<file path="config.mk">
export PLATFORM = sky130hd
export DESIGN_NAME = fetch_unit
export DESIGN_NICKNAME = d
export VERILOG_FILES = /design/src/rtl/fetch_unit.sv
export SDC_FILE = /design/constraint.sdc
export NUM_CORES = 1
export LEC_CHECK = 0
export ABC_AREA = 0
export CAP_MARGIN = 40
export CORE_MARGIN = 10
export CORE_UTILIZATION = 45
export CTS_CLUSTER_DIAMETER = 60
export DETAILED_ROUTE_END_ITERATION = 8
export MAX_ROUTING_LAYER = met4
export PLACE_DENSITY = 0.88
export SLEW_MARGIN = 20
export SYNTH_ARGS = -nofsm -noshare
export SYNTH_HDL_FRONTEND = slang
export SYNTH_SLANG_ARGS = --single-unit
</file>
<file path="constraint.sdc">
create_clock -name clk -period 2.7 [get_ports clk]
set_input_delay 0.54 -clock clk [delete_from_list [all_inputs] [get_ports clk]]
set_output_delay 0.54 -clock clk [all_outputs]
set_load 0.1 [all_outputs]
</file>
<file path="src/rtl/fetch_unit.sv">
// rtl/fetch_unit.sv - PC/fetch stage feeding the decoder (optional trace: FETCH_TRACE_EN)
module fetch_unit #(
    parameter logic [31:0] RESET_PC   = 32'h0000_0000,
    parameter int          IMEM_BYTES = 128,
    parameter logic [31:0] END_MARKER = 32'hFFFF_FFFF
) (
    input  logic        clk,
    input  logic        rst_n,
    output logic [31:0] imem_addr,
    input  logic [31:0] imem_instr,
    input  logic        imem_last,
    input  logic        stall,
    input  logic        redirect_valid,
    input  logic [31:0] redirect_target,
    output logic [31:0] instr_out,
    output logic [31:0] instr_pc,
    output logic        instr_valid,
    output logic        halted,
    output logic        fault
);

    localparam logic [31:0] LAST_PC = 32'(IMEM_BYTES - 4);

    typedef enum logic [1:0] {
        S_START = 2'd0,
        S_RUN   = 2'd1,
        S_HALT  = 2'd2,
        S_FAULT = 2'd3
    } state_t;

    state_t      state_q, state_d;
    logic [31:0] pc_q, pc_d;
    logic [31:0] instr_q, instr_d;
    logic [31:0] ipc_q, ipc_d;
    logic        valid_q, valid_d;
    logic        target_bad;
    logic        end_seen;

    assign target_bad = (redirect_target[1:0] != 2'b00) || (redirect_target > LAST_PC);
    assign end_seen   = (imem_instr == END_MARKER) || imem_last;

    assign imem_addr   = pc_q;
    assign instr_out   = instr_q;
    assign instr_pc    = ipc_q;
    assign instr_valid = valid_q;
    assign halted      = (state_q == S_HALT);
    assign fault       = (state_q == S_FAULT);

    // State register; reset restarts through START so the first imem read can settle
    always_ff @(posedge clk or negedge rst_n) begin
        if (!rst_n) begin
            state_q <= S_START;
        end else begin
            state_q <= state_d;
        end
    end

    // Next-state and datapath selection: fault, redirect, stall, end-of-program, fetch
    always_comb begin
        state_d = state_q;
        pc_d    = pc_q;
        instr_d = instr_q;
        ipc_d   = ipc_q;
        valid_d = valid_q;
        case (state_q)
            S_START: begin
                valid_d = 1'b0;
                state_d = S_RUN;
            end
            S_RUN: begin
                if (redirect_valid && target_bad) begin
                    state_d = S_FAULT;
                    valid_d = 1'b0;
                end else if (redirect_valid) begin
                    // Redirect beats stall and end-of-program; the wrong-path word is squashed
                    pc_d    = redirect_target;
                    valid_d = 1'b0;
                end else if (stall) begin
                    valid_d = valid_q;
                end else if (end_seen) begin
                    state_d = S_HALT;
                    valid_d = 1'b0;
                end else begin
                    instr_d = imem_instr;
                    ipc_d   = pc_q;
                    valid_d = 1'b1;
                    pc_d    = pc_q + 32'd4;
                end
            end
            S_HALT, S_FAULT: begin
                valid_d = 1'b0;
            end
            default: begin
                state_d = S_START;
                valid_d = 1'b0;
            end
        endcase
    end

    // Datapath registers: pc and the instruction register presented to decode
    always_ff @(posedge clk or negedge rst_n) begin
        if (!rst_n) begin
            pc_q    <= RESET_PC;
            instr_q <= 32'd0;
            ipc_q   <= 32'd0;
            valid_q <= 1'b0;
        end else begin
            pc_q    <= pc_d;
            instr_q <= instr_d;
            ipc_q   <= ipc_d;
            valid_q <= valid_d;
        end
    end

`ifdef FETCH_TRACE_EN
    logic [31:0] fetch_count;
    logic        fetch_load;

    assign fetch_load = (state_q == S_RUN) && !redirect_valid && !stall && !end_seen;

    // Trace counter and log of each valid fetch and of the terminal transition
    always_ff @(posedge clk or negedge rst_n) begin
        if (!rst_n) begin
            fetch_count <= 32'd0;
        end else begin
            if (fetch_load) begin
                fetch_count <= fetch_count + 32'd1;
                $display("fetch pc=%h instr=%h", pc_q, imem_instr);
            end
            if ((state_q == S_RUN) && ((state_d == S_HALT) || (state_d == S_FAULT))) begin
                $display("fetch end count=%0d pc=%h", fetch_count, pc_q);
            end
        end
    end
`endif

endmodule

</file>
Word level (Yosys, flattened, before mapping)

Index checks and enable logic that the tools add are counted.

$add $sub $neg: 1
Order comparisons: 1
Equality and inequality tests: 10
Multiplexer cells: 13
Bitwise gates (word level): 4
Reduce and logical (&&, ||, !) cells: 10

Operators with widths:

| operator                                                                          | number |
|---|---|
| 32-bit 2-to-1 mux                                                                 | 3 |
| 32-bit by 3-bit adder with 32-bit output (second input constant)                  | 1 |
| 32-bit equality test (second input constant)                                      | 1 |
| 32-bit by 7-bit greater-than comparator with 1-bit output (second input constant) | 1 |
| 3-bit != test (second input constant)                                             | 3 |
| 2-bit 2-to-1 mux                                                                  | 4 |
| 4-bit AND reduction                                                               | 2 |
| 5-bit AND reduction                                                               | 1 |
| 2-bit equality test (second input constant)                                       | 2 |
| 1-bit 2-to-1 mux                                                                  | 4 |
| 4-bit != test (second input constant)                                             | 1 |
| 1-bit NOT                                                                         | 4 |
| 2-bit one-hot mux with 2 select lines                                             | 1 |
| 2-bit nonzero test                                                                | 2 |
| 3-bit OR reduction                                                                | 1 |
| 2-bit by 1-bit equality test with 1-bit output (second input constant)            | 1 |
| 2-bit zero test                                                                   | 1 |
| 1-bit logical OR                                                                  | 2 |
| 2-bit by 1-bit != test with 1-bit output (second input constant)                  | 1 |
| 2-bit != test (second input constant)                                             | 1 |
| 1-bit one-hot mux with 2 select lines                                             | 1 |
| 1-bit logical AND                                                                 | 1 |

Flip-flop bits (word level): 99
Bits of input ports: 69

Logic depth before layout (Yosys ltp)

Gate-level depths: netlist of the first run.

Word-level depth: 7
Depth in mapped cells: 8
Depth with buffers taken out: 6

Least setup slack after synthesis of the first run

Ideal clock, no wire load.

Path kind: register to register
Start point: register pc_q[3], in the netlist imem_addr[3]
End point: register pc_q[30], in the netlist imem_addr[30]
Data arrival time: 2.705 ns
Data required time: 2.576 ns
Path slack: -0.129 ns
Cell stages (with the launch flop): 7
Path through: dfrtp_1 ha_1 nand3_1 nor4_4 nand2_1 o211a_1 a211o_1

Longest elaborated chain between the ends: 4

RTL lines:

| what                                     | line | source |
|---|---|---|
| start: declaration                       | 32   | `logic [31:0] pc_q, pc_d;` |
| start signal: assignment                 | 108  | `pc_q <= pc_d;` |
| 32-bit by 3-bit adder with 32-bit output | 87   | `pc_d = pc_q + 32'd4;` |
| 32-bit 2-to-1 mux                        | 80   | `end else if (end_seen) begin` |
| 32-bit 2-to-1 mux                        | 78   | `end else if (stall) begin` |
| 32-bit 2-to-1 mux                        | 74   | `end else if (redirect_valid) begin` |

Every way passes these cells. The select of a mux whose other input is x is not followed.
A chain may end at the register's enable or synchronous reset.

Worst setup path in the final report of the first run

Start point: input imem_instr[3]
End point: register pc_q[28], in the netlist imem_addr[28]

Longest elaborated chain between the ends: 4

RTL lines:

| what                                 | line | source |
|---|---|---|
| start: declaration                   | 10   | `input logic [31:0] imem_instr,` |
| 32-bit equality test                 | 40   | `assign end_seen = (imem_instr == END_MARKER) \|\| imem_last;` |
| 1-bit logical OR                     | 40   |  |
| 2-bit != test (no source line)       | n/a  |  |
| 4-bit AND reduction (no source line) | n/a  |  |

Every way passes these cells.

==> results.txt, run 1 <==
The run finished with clean final reports. The max-slew violation count is 0. In this run the horizontal extent of the chip is between 100 and 150 um. The worst setup path is captured at a flop. The sequential element share of the synthesized area is 53.4%. Post-CTS repair changed the size of 0 cells.

The number of warning messages in the yosys log came out at 0. The worst hold path belongs to the class primary input to asynchronous set/reset pin. The weighted congestion at the end of routability-driven global placement came out at 0.839. The floorplan step defined a die boundary enclosing between 10,000 and 15,000 um^2. The largest fanout on the critical path is 15. The global-route wire length before repair came out at 24,200 um. The total clock buffers created by CTS came out at 9. The worst setup path is of the primary input to flop kind. TritonCTS built the clock tree. The cell area that synthesis handed to floorplanning was between 4000 and 5000 um^2.

The maximum vdd ir drop came out at 0.000277 V. The post-synthesis cell type count came out at 55. The global-route congestion overflow total is 0. The insertion delay to the later sink of the worst-skew pair came out at 370 ps. The detailed-routing iteration count for the pre-antenna-repair pass came out at 5. The detailed-placement wirelength estimate came out at 11,600 um. The number of antenna violations at the first check in global routing is 0. The post-synthesis share of cell area spent on xor and xnor gates is 0%.

The share of synthesized flip-flops with an asynchronous set or reset is 100%. The remaining antenna violation count after routing is 0. Row generation in the floorplan step produced 37 rows. The library cell used most frequently in the layout, excluding fill and tap cells, is sky130_fd_sc_hd__nand2_1. The overall die height came out at ~120 um. The most frequently used flop master after synthesis is sky130_fd_sc_hd__dfrtp_1.

The clock sink count came out at 99. The slew at the pin closest to its max-slew limit came out at 677 ps. The number of max-cap violations came out at 0. The vias after detailed routing came out at 4,607.

The number of non-filler instances in the completed layout is 840. Summing the areas of all fa, ha and maj instances in the mapped netlist gives 0.270% of the synthesized area. The total routing usage reported by global routing came out at 21.0%. The DRC violation total after the first TritonRoute iteration came out at 311. After detailed routing, the average wire length per cell comes to 18.3 um.

The count of mapped cells out of synthesis came out at 521. For this run, the top clock speed supported by timing is 412 MHz. Including well taps, the total number of placed cells is 824. The register clock-pin slew on the reported worst setup and hold paths is 100 ps. When the netlist entered floorplanning its net count stood at 591.

Across all register-to-register paths, the minimum setup slack is 480 ps. The final setup skew came out at between 15 and 20 ps. In the routed layout, each cell is associated on average with a via count of 5.48.

The count of flip-flops with a built-in enable after synthesis is 0. In the layout the commonest cells are sky130_fd_sc_hd__nand2_1 (198), sky130_fd_sc_hd__buf_4 (132), sky130_fd_sc_hd__dfrtp_1 (94). The cell count of the worst reg-to-reg path came out at 7. The number of global-route vias before repair was around 4,600.

At the placement stage, the worst setup path has a slack of -116 ps. The final core utilization came out at roughly 65%. The number of buffer cells added on primary ports is 167. The critical path data arrival time is 2670 ps. The standby leakage power is 3.40 nW. The core region area came out at a little over 10,000 um^2. The clock passes through at most 2 buffers. The setup fix buffers added after clock tree synthesis is 0.

The post-route minimum period came out at 2420 ps. The initial standard-cell utilization of the core is between 40% and 50%. In this run, post-CTS hold repair placed 0 buffers. In this run, synthesis produced a sequential element count of 99.

The final antenna diode count is 0. In this run the critical register-to-register path is launched from imem_addr[2]. The worst register-to-register path ends at imem_addr[22].

Setup repair after global routing left no endpoint under its margin. The number of levels the H-tree was split into came out at 3. The fraction of final layout cells with drive strength greater than 1 is 23.7%. Summing the areas of all and, or, nand and nor instances in the mapped netlist gives 29.0% of the synthesized area. The number of setup violations in the final report is 0. The final number of hold-violating endpoints came to 0.

The final wirelength came out at 15,400 um. The tree is rooted in a sky130_fd_sc_hd__clkbuf_8. Entering global routing, the biggest net connects 47 pins. The number of ports placed on the die boundary came out at 168. In the synthesized netlist, mux cells make up 1.35% of the area. The final worst-path cycle share is 89.8%. The element type at the critical path start is a primary input.

After layout, the worst setup slack is 276 ps. The final-stage net count is approximately 770. The layout overhead on the synthesized area is 42.5%.

The worst setup path endpoint is imem_addr[28]. The most critical setup path has its startpoint at imem_instr[3]. The main combinational cell family by area after synthesis is simple AND/OR/NAND/NOR gates. The post-synthesis area per instance is 8.91 um^2. Dividing total power by cell area gives a power density of 415 nW/um^2. The required time of the critical path came out at 2940 ps. The synthesized-area fraction occupied by ao, oa, aoi and oai cells is 11.8%. The worst pin sits at a relative slew slack of between 50% and 60%. The DRC violation count after routing came out at 0.
-- worst max-delay path, stage by stage --
cell and delay (ps):
sky130_fd_sc_hd__clkdlybuf4s50_1 440, sky130_fd_sc_hd__nand4_1 150, sky130_fd_sc_hd__nor4_1 70, sky130_fd_sc_hd__buf_4 150, sky130_fd_sc_hd__a2111o_2 580, sky130_fd_sc_hd__buf_4 230, sky130_fd_sc_hd__o311ai_0 350, sky130_fd_sc_hd__o41ai_1 150
-- layout make-up --
cell class                      instances  area, um^2
Clock inverter                          7        91.3
Clock buffer                            9         124
Sequential cell                        99        2480
Multi-Input combinational cell        381        1990
Fill cell                             861        3570
Timing Repair Buffer                  203        1730
Inverter                                5        18.8
Tap cell                              136         170
-- worst min path at each step --
| stage | start | endpoint | slack (ps) | depth (start not counted) |
|---|---|---|---|---|
| global placement | instr_pc[29] | instr_pc[29] | 460 | 2 |
| finish | rst_n | instr_out[27] | 110 | 1 |
| floorplan | rst_n | imem_addr[0] | 240 | 0 |
| detailed placement | instr_pc[10] | instr_pc[10] | 460 | 2 |
| CTS | rst_n | instr_out[27] | 120 | 1 |
| global route | rst_n | instr_out[14] | 140 | 1 |
-- registers in the layout, indices dropped and copies added (netlist names) --
name	flops
instr_pc	32
instr_out	32
state_q	2
imem_addr	32
instr_valid	1
-- where the power goes --
| group | switching, mW | leakage (nW) | internal (mW) |
|---|---|---|---|
| Sequential | 0 | 1.36 | 1.48 |
| Combinational | 0.0858 | 1.93 | 0.115 |
| Clock | 0.541 | 0.109 | 0.521 |
-- through the flow --
| step | power, mW | hold slack, ps | area [um^2] | setup TNS [ps] |
|---|---|---|---|---|
| after floorplan | 1.54 | 244 | 4650 | 0 |
| after global placement | 1.71 | 459 | 6380 | -10930 |
| after detailed placement | 1.71 | 465 | 6400 | -891 |
| after CTS | 2.75 | 121 | 6610 | 0 |
| after global routing | 2.82 | 139 | 6610 | 0 |
| final | 2.74 | 114 | 6610 | 0 |
-- cell families after synthesis --
logic type                 count (synthesis)
AOI/OAI and AO/OA                         76
and+or+nand+nor                          298
muxes                                      6
DFF                                       99
buffers and inverters                     41
adders and majority gates                  1
-- Yosys cell counts (all sizes together) (4+ instances only) --
master / n / area share, %
clkbuf: 18 / 1.5
nand4: 17 / 2.3
buf: 18 / 2.3
a21oi: 18 / 1.9
o21ai: 11 / 1.2
nand2: 198 / 16
nor3b: 4 / 0.65
o22a: 7 / 1.3
nor4: 15 / 2.5
nor3: 6 / 0.65
a41oi: 6 / 1.1
and2: 5 / 0.73
dfrtp: 99 / 53
nand3: 21 / 2.3
mux2i: 4 / 0.86
and3: 9 / 1.2
a31oi: 9 / 1.2
nor2: 14 / 1.1
inv: 5 / 0.40
-- per-layer routing --
layer,part of all wire (%),wire [um],GRT usage (%),up-vias
met1,39,5990,24.4,2233
met2,53,8150,35.4,181
met4,2.4,362,8.35,0
met5,0,0,-,-
met3,5.8,892,3.75,31
li1,-,-,-,2162
(Power assumes the default switching activity.)
==> run 2, diff against run 1 <==
--- a/config.mk
+++ b/config.mk
@@ -11,6 +11,7 @@
 export CORE_UTILIZATION = 45
 export CTS_CLUSTER_DIAMETER = 60
 export DETAILED_ROUTE_END_ITERATION = 8
+export GPL_ROUTABILITY_DRIVEN = 1
 export MAX_ROUTING_LAYER = met4
 export PLACE_DENSITY = 0.88
 export SLEW_MARGIN = 20
==> constraint.sdc (replaced) <==
create_clock -name clk -period 2.7 [get_ports clk]
set_input_delay 0.54 -clock clk [delete_from_list [all_inputs] [get_ports clk]]
set_output_delay 0.54 -clock clk [all_outputs]
set_load 0.005 [all_outputs]
==> results.txt, run 2 (same netlist as run 1, synthesis figures left out) <==
The TritonCTS clock tree is done. The setup slack of the critical path after layout is about 190 ps. The final number of hold-violating endpoints was 0. The detailed-route wire length per cell is 17.9 um. At the end of routability-driven placement, the weighted congestion stood at ~0.90.

The number of global-route vias before repair came out at 4,564. In this run the worst hold path is classified as primary input to asynchronous set/reset pin. The library cells used most frequently in the layout, excluding fill and tap cells, are sky130_fd_sc_hd__nand2_1 (198), sky130_fd_sc_hd__clkdlybuf4s50_1 (166), sky130_fd_sc_hd__dfrtp_1 (99). For this run, the top clock speed supported by timing is 398 MHz. The clock sink count is 99. Setup repair after global routing left no endpoint under its margin. The overall die height is around 120 um. The total clock buffers created by CTS came out at 9. The count of placed standard cells including taps came out at roughly 800. The vias per cell is 5.52. The power density relative to cell area is 386 nW/um^2. The quantity of hold-fixing buffers added after cts is 0. The run finished with clean final reports. The first global-routing pass estimated 23,900 um of wire. Data arrives at the worst endpoint at 2810 ps. The number of setup violations in the final report came out at 0.

The horizontal die dimension is 122 um. In this run, the number of DRC markers left after iteration 0 of detailed routing was 308. The detailed-placement wirelength estimate is 11,400 um. The final-stage net count came out at around 770. The global-route congestion overflow total is 0.

Summing over every cut layer, the via total after detailed routing is 4,619. The insertion delay to the later sink of the worst-skew pair came out at 360 ps. The worst setup timing slack at the placement stage came out at -181 ps. Of all nets on the critical path, the largest fanout is 7. In this run, post-CTS repair resized a total of 0 instances.

The core region is 10,200 um^2. The repair_antennas step left the layout with diodes totalling 0. The register clock-pin slew on the reported worst setup and hold paths came out at 90 ps. The initial standard-cell utilization of the core came out at 45.6%. The final wirelength is 15,000 um. The element type at the critical path start is a primary input. The maximum vdd ir drop is 0.000247 V. The start-to-end type of the worst setup path is primary input to flop. The number of antenna violations at the first check in global routing was 0. Across the run, the number of max-cap violations was 0. The detailed-routing iteration count for the pre-antenna-repair pass is 5. The layout overhead on the synthesized area is 47.1%. The final worst-path cycle share came out at 93.1%. The tightest slew margin relative to the limit came out at 48.4%. No sink is reached through more buffers than the 2 on the longest clock path. The DRC violation count after routing is 0.

The library cell used most frequently in the layout, excluding fill and tap cells, is sky130_fd_sc_hd__nand2_1. For the final routed database, the setup TNS stands at 0 ps. The worst-case register-to-register setup slack is roughly 450 ps. The remaining antenna violation count after routing is 0. The number of non-filler instances in the completed layout came out at 837. In this run the critical register-to-register path is launched from imem_addr[2].

The cell at the root of the clock tree is sky130_fd_sc_hd__clkbuf_8. The max-slew violation count came out at 0. The endpoint identified for the worst register-to-register timing path is imem_addr[22]. CTS built an H-tree with a depth of 3. For this design the top-level I/O count stands at 168. The standby leakage power came out at approximately 3.2 nW.

Entering global routing, the biggest net connects 51 pins. The fraction of final layout cells with drive strength greater than 1 came out at 8.42%. On the final layout, the worst clock skew is 12.6 ps.

The smallest clock period supported by the final layout is computed as roughly 2500 ps. The cell count of the worst reg-to-reg path came out at 7. The floorplan has 37 rows. After clock tree synthesis, the setup repair step added 0 buffers. The worst setup path is captured at a flop. Across every metal layer, demand over resource in global routing totals about a fifth.

For the worst setup path, the data required time is approximately 3000 ps. The overall die area is ~15,000 um^2. Buffers placed on the I/O ports in this run total 167. For the pin with the worst max-slew slack, the measured transition is around 770 ps.
[run 2: changes by cell type in the layout (fill, tap and decap cells not counted), sizes merged]
cell / delta
buf: -101
clkdlybuf4s50: +99
clkbuf: +2
bufinv: -1
clkinv: -1
inv: -1
[run 2: cell type report]
class | count | area, um^2
clock buffer | 11 | 141
clock inverter | 4 | 51.3
fill | 799 | 3360
inverter | 5 | 18.8
multi-input combinational | 381 | 1990
sequential | 99 | 2480
tap | 136 | 170
timing repair buffer | 201 | 1980
[run 2: per-layer routing]
layer | vias to the layer above | track usage, % | wire [um]
li1 | 2163 | - | -
met1 | 2254 | 23.1 | 5720
met2 | 169 | 34.9 | 7820
met3 | 33 | 3.61 | 893
met4 | 0 | 9.84 | 520
met5 | - | - | 0
[run 2: worst max path at each step]
| stage | start | endpoint | slack [ps] | cells past startpoint |
|---|---|---|---|---|
| 2_1_floorplan | redirect_target[27] | imem_addr[22] | 410 | 7 |
| 3_3_place_gp | imem_instr[2] | imem_addr[17] | -340 | 8 |
| 3_5_place_dp | imem_instr[1] | imem_addr[27] | -180 | 9 |
| 4_1_cts | imem_instr[1] | imem_addr[27] | 200 | 9 |
| 5_1_grt | imem_instr[3] | instr_pc[0] | 100 | 9 |
| 6_report | imem_instr[1] | imem_addr[27] | 190 | 9 |
[run 2: per-stage QoR]
stage / utilization (%) / total power [mW] / hold slack [ps] / cell area [um^2]
after floorplan: - / 1.54 / 244 / 4640
after global placement: 65.0 / 1.70 / 457 / 6620
after detailed placement: 65.1 / 1.71 / 461 / 6640
after CTS: 67.0 / 2.65 / 219 / 6830
after global routing: 67.0 / 2.73 / 227 / 6830
final: 67.0 / 2.63 / 187 / 6830
[run 2: report_power, final]
part	internal, mW	switching (mW)	leakage (nW)
Sequential	1.48	0	1.37
Clock	0.450	0.504	0.0954
Combinational	0.114	0.0842	1.73
Total	2.05	0.588	3.19
[run 2: worst max-delay path, stage by stage]
cell	delay, ps
sky130_fd_sc_hd__clkdlybuf4s50_1	440
sky130_fd_sc_hd__nand4_1	160
sky130_fd_sc_hd__nor4_1	90
sky130_fd_sc_hd__buf_4	150
sky130_fd_sc_hd__buf_4	130
sky130_fd_sc_hd__a2111o_2	540
sky130_fd_sc_hd__buf_4	190
sky130_fd_sc_hd__or4_1	460
sky130_fd_sc_hd__nand3_1	110
==> run 3, diff against run 2 <==
--- a/config.mk
+++ b/config.mk
@@ -7,7 +7,7 @@
 export LEC_CHECK = 0
 export ABC_AREA = 0
 export CAP_MARGIN = 40
-export CORE_MARGIN = 10
+export CORE_MARGIN = 2
 export CORE_UTILIZATION = 45
 export CTS_CLUSTER_DIAMETER = 60
 export DETAILED_ROUTE_END_ITERATION = 8
==> results.txt, run 3 (same netlist as run 1, synthesis figures left out) <==
Derived from the worst setup path, the maximum achievable clock frequency is 401 MHz. The total clock buffers created by CTS is 9. The quantity of hold-fixing buffers added after cts is 0. The first detailed-routing pass ran for 5 iterations.

The count of instances resized after the clock tree is built is 0. The count of placed standard cells including taps is approximately 800. The detailed-placement wirelength estimate is roughly 10000 um.

The vias per cell is 5.55. The TritonCTS clock tree is done. The buffer depth of the longest clock path came out at 2. The post-route minimum period came out at between 2000 and 2500 ps. The number of non-filler instances in the completed layout is approximately 830. The reg-to-reg critical path endpoint is imem_addr[22]. The net count of the finished layout is 758. The footprint of the multi-input gates came out at 1990 um^2. In this run the tightest slew margin relative to its limit is 57.8%. The first global-routing pass estimated approximately 22,000 um of wire. The overall die area came out at about 11,000 um^2. The power density relative to cell area is roughly 400 nW/um^2.

The number of setup violations in the final report is 0. The final setup skew is approximately 12 ps. The element type at the critical path start is a primary input. The final route contains around 4,600 vias.

Setup repair after global routing left no endpoint under its margin. The count of standard-cell rows is 37. STA classifies the critical path endpoint as a flop.

The final number of hold-violating endpoints is 0. The number of antenna violations at the first check in global routing is 0. The global-route congestion overflow total came out at 0. Cells fill 66.7% of the core in the end. Summed over all cells, the static leakage comes to between 3 and 4 nW. Once the floorplan was initialized, standard cells occupied 45.6% of the core.

The remaining antenna violation count after routing came out at 0. The first routing iteration left 326 violations. The largest fanout on the critical path is 14. The largest net degree at the start of global routing came out at 52. Clock-pin slew was measured on the worst setup and hold paths at 100 ps. The library cell used most frequently in the layout, excluding fill and tap cells, is sky130_fd_sc_hd__nand2_1. At the end of routability-driven placement, the weighted congestion stood at approximately 0.86.

The number of buffer cells added on primary ports came out at 167. The insertion delay to the later sink of the worst-skew pair came out at 350 ps. The maximum vdd ir drop is 0.000319 V.

The number of max-cap violations came out at 0. The root buffer cell chosen for the clock tree is sky130_fd_sc_hd__clkbuf_8. The layout overhead on the synthesized area came out at 46.3%.

Registers take ~2500 um^2. The total routing usage reported by global routing came out at between 20% and 30%. The final antenna diode count came out at 0. Counting the fill cells in the layout gives 811. The max-slew violation count came out at 0. Hold is met by 194 ps.

The number of global-route vias before repair was 4,410. The DRC violation count after routing came out at 0. The required time of the critical path came out at around 2900 ps. The setup fix buffers added after clock tree synthesis is 0. The horizontal die dimension is 106 um. Prior to clock tree synthesis, the placed netlist has a worst setup slack of -144 ps.

In this run the critical register-to-register path is launched from imem_addr[2]. The clock sink count came out at 99. The critical path data arrival time came out at 2720 ps. The run finished with clean final reports. Across all register-to-register paths, the minimum setup slack is 390 ps. The core region is between 10,000 and 15,000 um^2. The critical path is of the primary input to flop type. The fraction of final layout cells with drive strength greater than 1 is 7.36%.

The final wirelength came out at 13,800 um. In this run the number of H-tree levels came out at 3. The slew at the pin closest to its max-slew limit is 633 ps. In the layout the commonest cells are sky130_fd_sc_hd__nand2_1 (198), sky130_fd_sc_hd__clkdlybuf4s50_1 (166), sky130_fd_sc_hd__dfrtp_1 (99). The overall power came out at 2.74 mW.

The overall die height is between 100 and 150 um. The number of ports placed on the die boundary came out at around 170. The tightest min-delay check is of the primary input to asynchronous set/reset pin type.

The setup slack of the critical path after layout came out at 207 ps. Dividing the final minimum period by the clock period gives 92.3%. The detailed-route wire length per cell came out at 16.6 um. The cell count of the worst reg-to-reg path is 7.
-- run 3: cell count changes in the layout (fill, tap and decap cells not counted), sizes merged --
| cell | change |
|---|---|
| buf | -9 |
| inv | +1 |
| bufinv | +1 |
| clkinv | -1 |
-- run 3: worst max path at each step --
stage | startpoint | end | slack, ps | depth (start not counted)
finish | imem_instr[3] | imem_addr[7] | 210 | 7
global route | imem_instr[0] | instr_pc[6] | 40 | 7
CTS | imem_instr[0] | instr_pc[4] | 230 | 7
detailed placement | imem_instr[3] | imem_addr[7] | -140 | 7
global placement | imem_instr[0] | imem_addr[23] | -80 | 7
floorplan | redirect_target[27] | imem_addr[22] | 410 | 7
-- run 3: metrics by stage --
step           cell area [um^2]  setup TNS (ps)
2_1_floorplan              4640               0
3_3_place_gp               6560           -3010
3_5_place_dp               6560           -5930
4_1_cts                    6790               0
5_1_grt                    6790               0
6_report                   6790               0
-- run 3: power by group --
part | switching (mW) | total [mW] | internal, mW
Clock | 0.514 | 1.07 | 0.554
Combinational | 0.0832 | 0.189 | 0.105
Sequential | 0 | 1.48 | 1.48
Total | 0.598 | 2.74 | 2.14
-- run 3: critical path, cell delays in order --
cell and delay, ps:
sky130_fd_sc_hd__clkdlybuf4s50_1 500, sky130_fd_sc_hd__nand4_1 150, sky130_fd_sc_hd__nor4_1 530, sky130_fd_sc_hd__a2111o_2 410, sky130_fd_sc_hd__buf_12 180, sky130_fd_sc_hd__o2bb2a_1 220, sky130_fd_sc_hd__o22a_1 190
-- run 3: layer usage --
layer	track usage, %	vias to the layer above	routed length [um]
met1	33.7	2245	5720
met2	41.2	182	7060
li1	-	2145	-
met5	-	-	0
met4	8.36	0	304
met3	2.66	25	705
-- run 3: layout make-up --
cell class / count / share of cell area (%)
clock buffers: 11 / 2.08
inverters: 5 / 0.276
well taps: 136 / 2.51
repair buffers: 192 / 28.1
clock inverters: 5 / 1.25
flip-flops and latches: 99 / 36.5
multi-input cells: 381 / 29.3
==> RTL change: new RTL, settings of run 3 <==
Put a register stage on the output `fault`. The value now appears one clock later. The other outputs are not delayed to match.
--- a/src/rtl/fetch_unit.sv
+++ b/src/rtl/fetch_unit.sv
@@ -44,7 +44,9 @@
     assign instr_pc    = ipc_q;
     assign instr_valid = valid_q;
     assign halted      = (state_q == S_HALT);
-    assign fault       = (state_q == S_FAULT);
+    always_ff @(posedge clk) begin
+        fault <= (state_q == S_FAULT);
+    end
 
     // State register; reset restarts through START so the first imem read can settle
     always_ff @(posedge clk or negedge rst_n) begin
Check against the original RTL: not equivalent (Yosys sat finds a counterexample within 4 cycles, from zero or initial values and one cycle with rst_n low).
==> RTL change against run 3 <==
Setup slack better by 0.032 ns. Total power is 8.2% lower. Sequential cell count increased by 1. Design area is 0.94% lower. Area after synthesis is 0.43% higher. Count of clock-buffer cells in the layout is 1 higher. Clock skew increased by 0.0059 ns. Non-clock buffer count is 2 lower. Combinational power is essentially flat. Critical path type unchanged. Register-to-register slack gained 0.06 ns. Sequential share of layout area up 0.64 points. Wire length decreased by 1.3%. Synthesized cell count grew 0.19%. Largest cell class unchanged.
==> RTL change: results (changes against run 3) <==
| Metric | Value |
|---|---|
| Status | completed (unchanged) |
| Port Buffers | 167 (unchanged) |
| CTS resizes | 0 (unchanged) |
| Setup repair bufs after CTS | 0 (unchanged) |
| Async set or reset register ratio after synthesis | 99.0% (was 100%) |
| Synthesized Nets | 592 (was 591) |
| Distinct cells, synth | 56 (was 55) |
| Maximum vdd ir drop | 0.000296 V (was 0.000319 V) |
| Synthesized instance count | 522 (was 521) |
| Synth cell count leaders | 198 x nand2_1, 99 x dfrtp_1, 21 x nand3_1 (unchanged) |
| Via count | 4591 (was 4597) |
| Arr. time, crit path | 2.69 ns (was 2.72 ns) |
| Clk_lat worst skew | 0.36 ns |
| Adder-cell area share of the yosys netlist | 0.268% (was 0.270%) |
| Clock Path Buffers | 2 (unchanged) |
| Filler cell count in the final layout | 802 (was 811) |
| Post-DP HPWL | 10100 um (was 9980 um) |
| First DRT Iteration DRCs | 293 (was 326) |
| Slowest-stage cell, CP | clkdlybuf4s50_1 (was nor4_1) |
| GPL Wtd Cong | 0.871 (was 0.862) |
| GRT Total Usage | 26.0% (was 25.4%) |
| Pin slew with the least headroom to its limit | 0.714 ns (was 0.633 ns) |
| Worst hold path type | input pin to async pin (unchanged) |
| Placed insts | 812 (was 813) |
| Reg2reg start | imem_addr[2] (unchanged) |
| FF-to-FF path depth | 7 (unchanged) |
| P_leak | 3.13 nW (was 3.16 nW) |
| Part of the Yosys area used for sequential elements | 53.6% (was 53.4%) |
| CP Launch Point | imem_instr[31] (was imem_instr[3]) |
| Final net count | 757 (was 758) |
| Number of synthesized flops with an enable pin | 0 (unchanged) |
| Layout cells sized above 1 | 6.67% (was 7.36%) |
| Ranking of synthesized cells by area | dfrtp_1 53%, nand2_1 16%, nand4_1 2.3%, nand3_1 2.3%, a21oi_1 1.9% (unchanged) |
| Pin count of the biggest net entering global routing | 56 (was 52) |
| Worst-path fanout max | 22 (was 14) |
| Vias per std cell | 5.56 (was 5.55) |
| Clk_skew | 0.0184 ns (was 0.0124 ns) |
| Dpl ws | -0.0959 ns (was -0.144 ns) |
| Inserted Diodes | 0 (unchanged) |
| Post-Synth XOR/XNOR Area | 0% (unchanged) |
| Initial antenna violation count | 0 (unchanged) |
| Post-synthesis compound-gate area fraction | 11.8% (about the same) |
| Wire per inst | 16.5 um (was 16.6 um) |
| Post-synthesis mux area share | 1.34% (was 1.35%) |
| First-pass GRT wire length | 22800 um (was 22200 um) |
| Cell-internal power | 1.95 mW (was 2.14 mW) |
| Clock buffer count from CTS | 9 (unchanged) |
| Delay-heaviest family, CP | buffers and inverters (was compound AO/OA/AOI/OAI gates) |
| Crit path launch type | input pin (unchanged) |
[RTL change: cell type report]
cell class | instances | share of cell area (%)
clock buffers | 12 | 2.16
repair buffers | 190 | 28.1
multi-input cells | 381 | 29.6
well taps | 136 | 2.53
clock inverters | 2 | 0.186
inverters | 5 | 0.279
flip-flops and latches | 100 | 37.1
[RTL change: metal layers]
metal / wire (um) / GRT usage, % / vias up
met2: 6910 / 41.9 / 208
li1: - / - / 2139
met4: 399 / 10.5 / 0
met5: 0 / - / -
met3: 775 / 2.97 / 35
met1: 5520 / 33.6 / 2209
[RTL change: logic make-up after synthesis]
logic type	Yosys count
compound gates	76
fa+ha+maj	1
mux	6
simple gates	298
flops	100
buf+inv	41
[RTL change: final timing paths]
path / endpoint / slack [ns]
setup reg to reg: imem_addr[22] / 0.45
max in group asynchronous: state_q[0] / 1.74
hold reg to reg: instr_pc[27] / 0.48
min in group clk: instr_pc[27] / 0.48
hold / removal: instr_out[18] / 0.21
setup / recovery: imem_addr[20] / 0.24
[RTL change: worst register-to-register path: cells and delay by family, from the launching register on]
| kind | cells | cell delay [ns] |
|---|---|---|
| AOI/OAI and AO/OA | 1 | 0.21 |
| and+or+nand+nor | 4 | 1.02 |
| buffers and inverters | 1 | 0.22 |
| adders and majority gates | 1 | 0.24 |
| DFF | 1 | 0.50 |
[RTL change: power groups by stage]
stage / combinational (mW) / clock [mW] / sequential (mW)
global placement: 0.186 / 0 / 1.53
finish: 0.189 / 0.828 / 1.50
global route: 0.205 / 0.916 / 1.50
detailed placement: 0.189 / 0 / 1.53
floorplan: 0.0328 / 0 / 1.53
CTS: 0.189 / 0.850 / 1.50
[RTL change: stage by stage]
stage	instance area (sq um)	setup TNS, ns
CTS	6730	0
floorplan	4660	0
finish	6730	0
global placement	6570	-0.0299
detailed placement	6570	-0.706
global route	6730	0
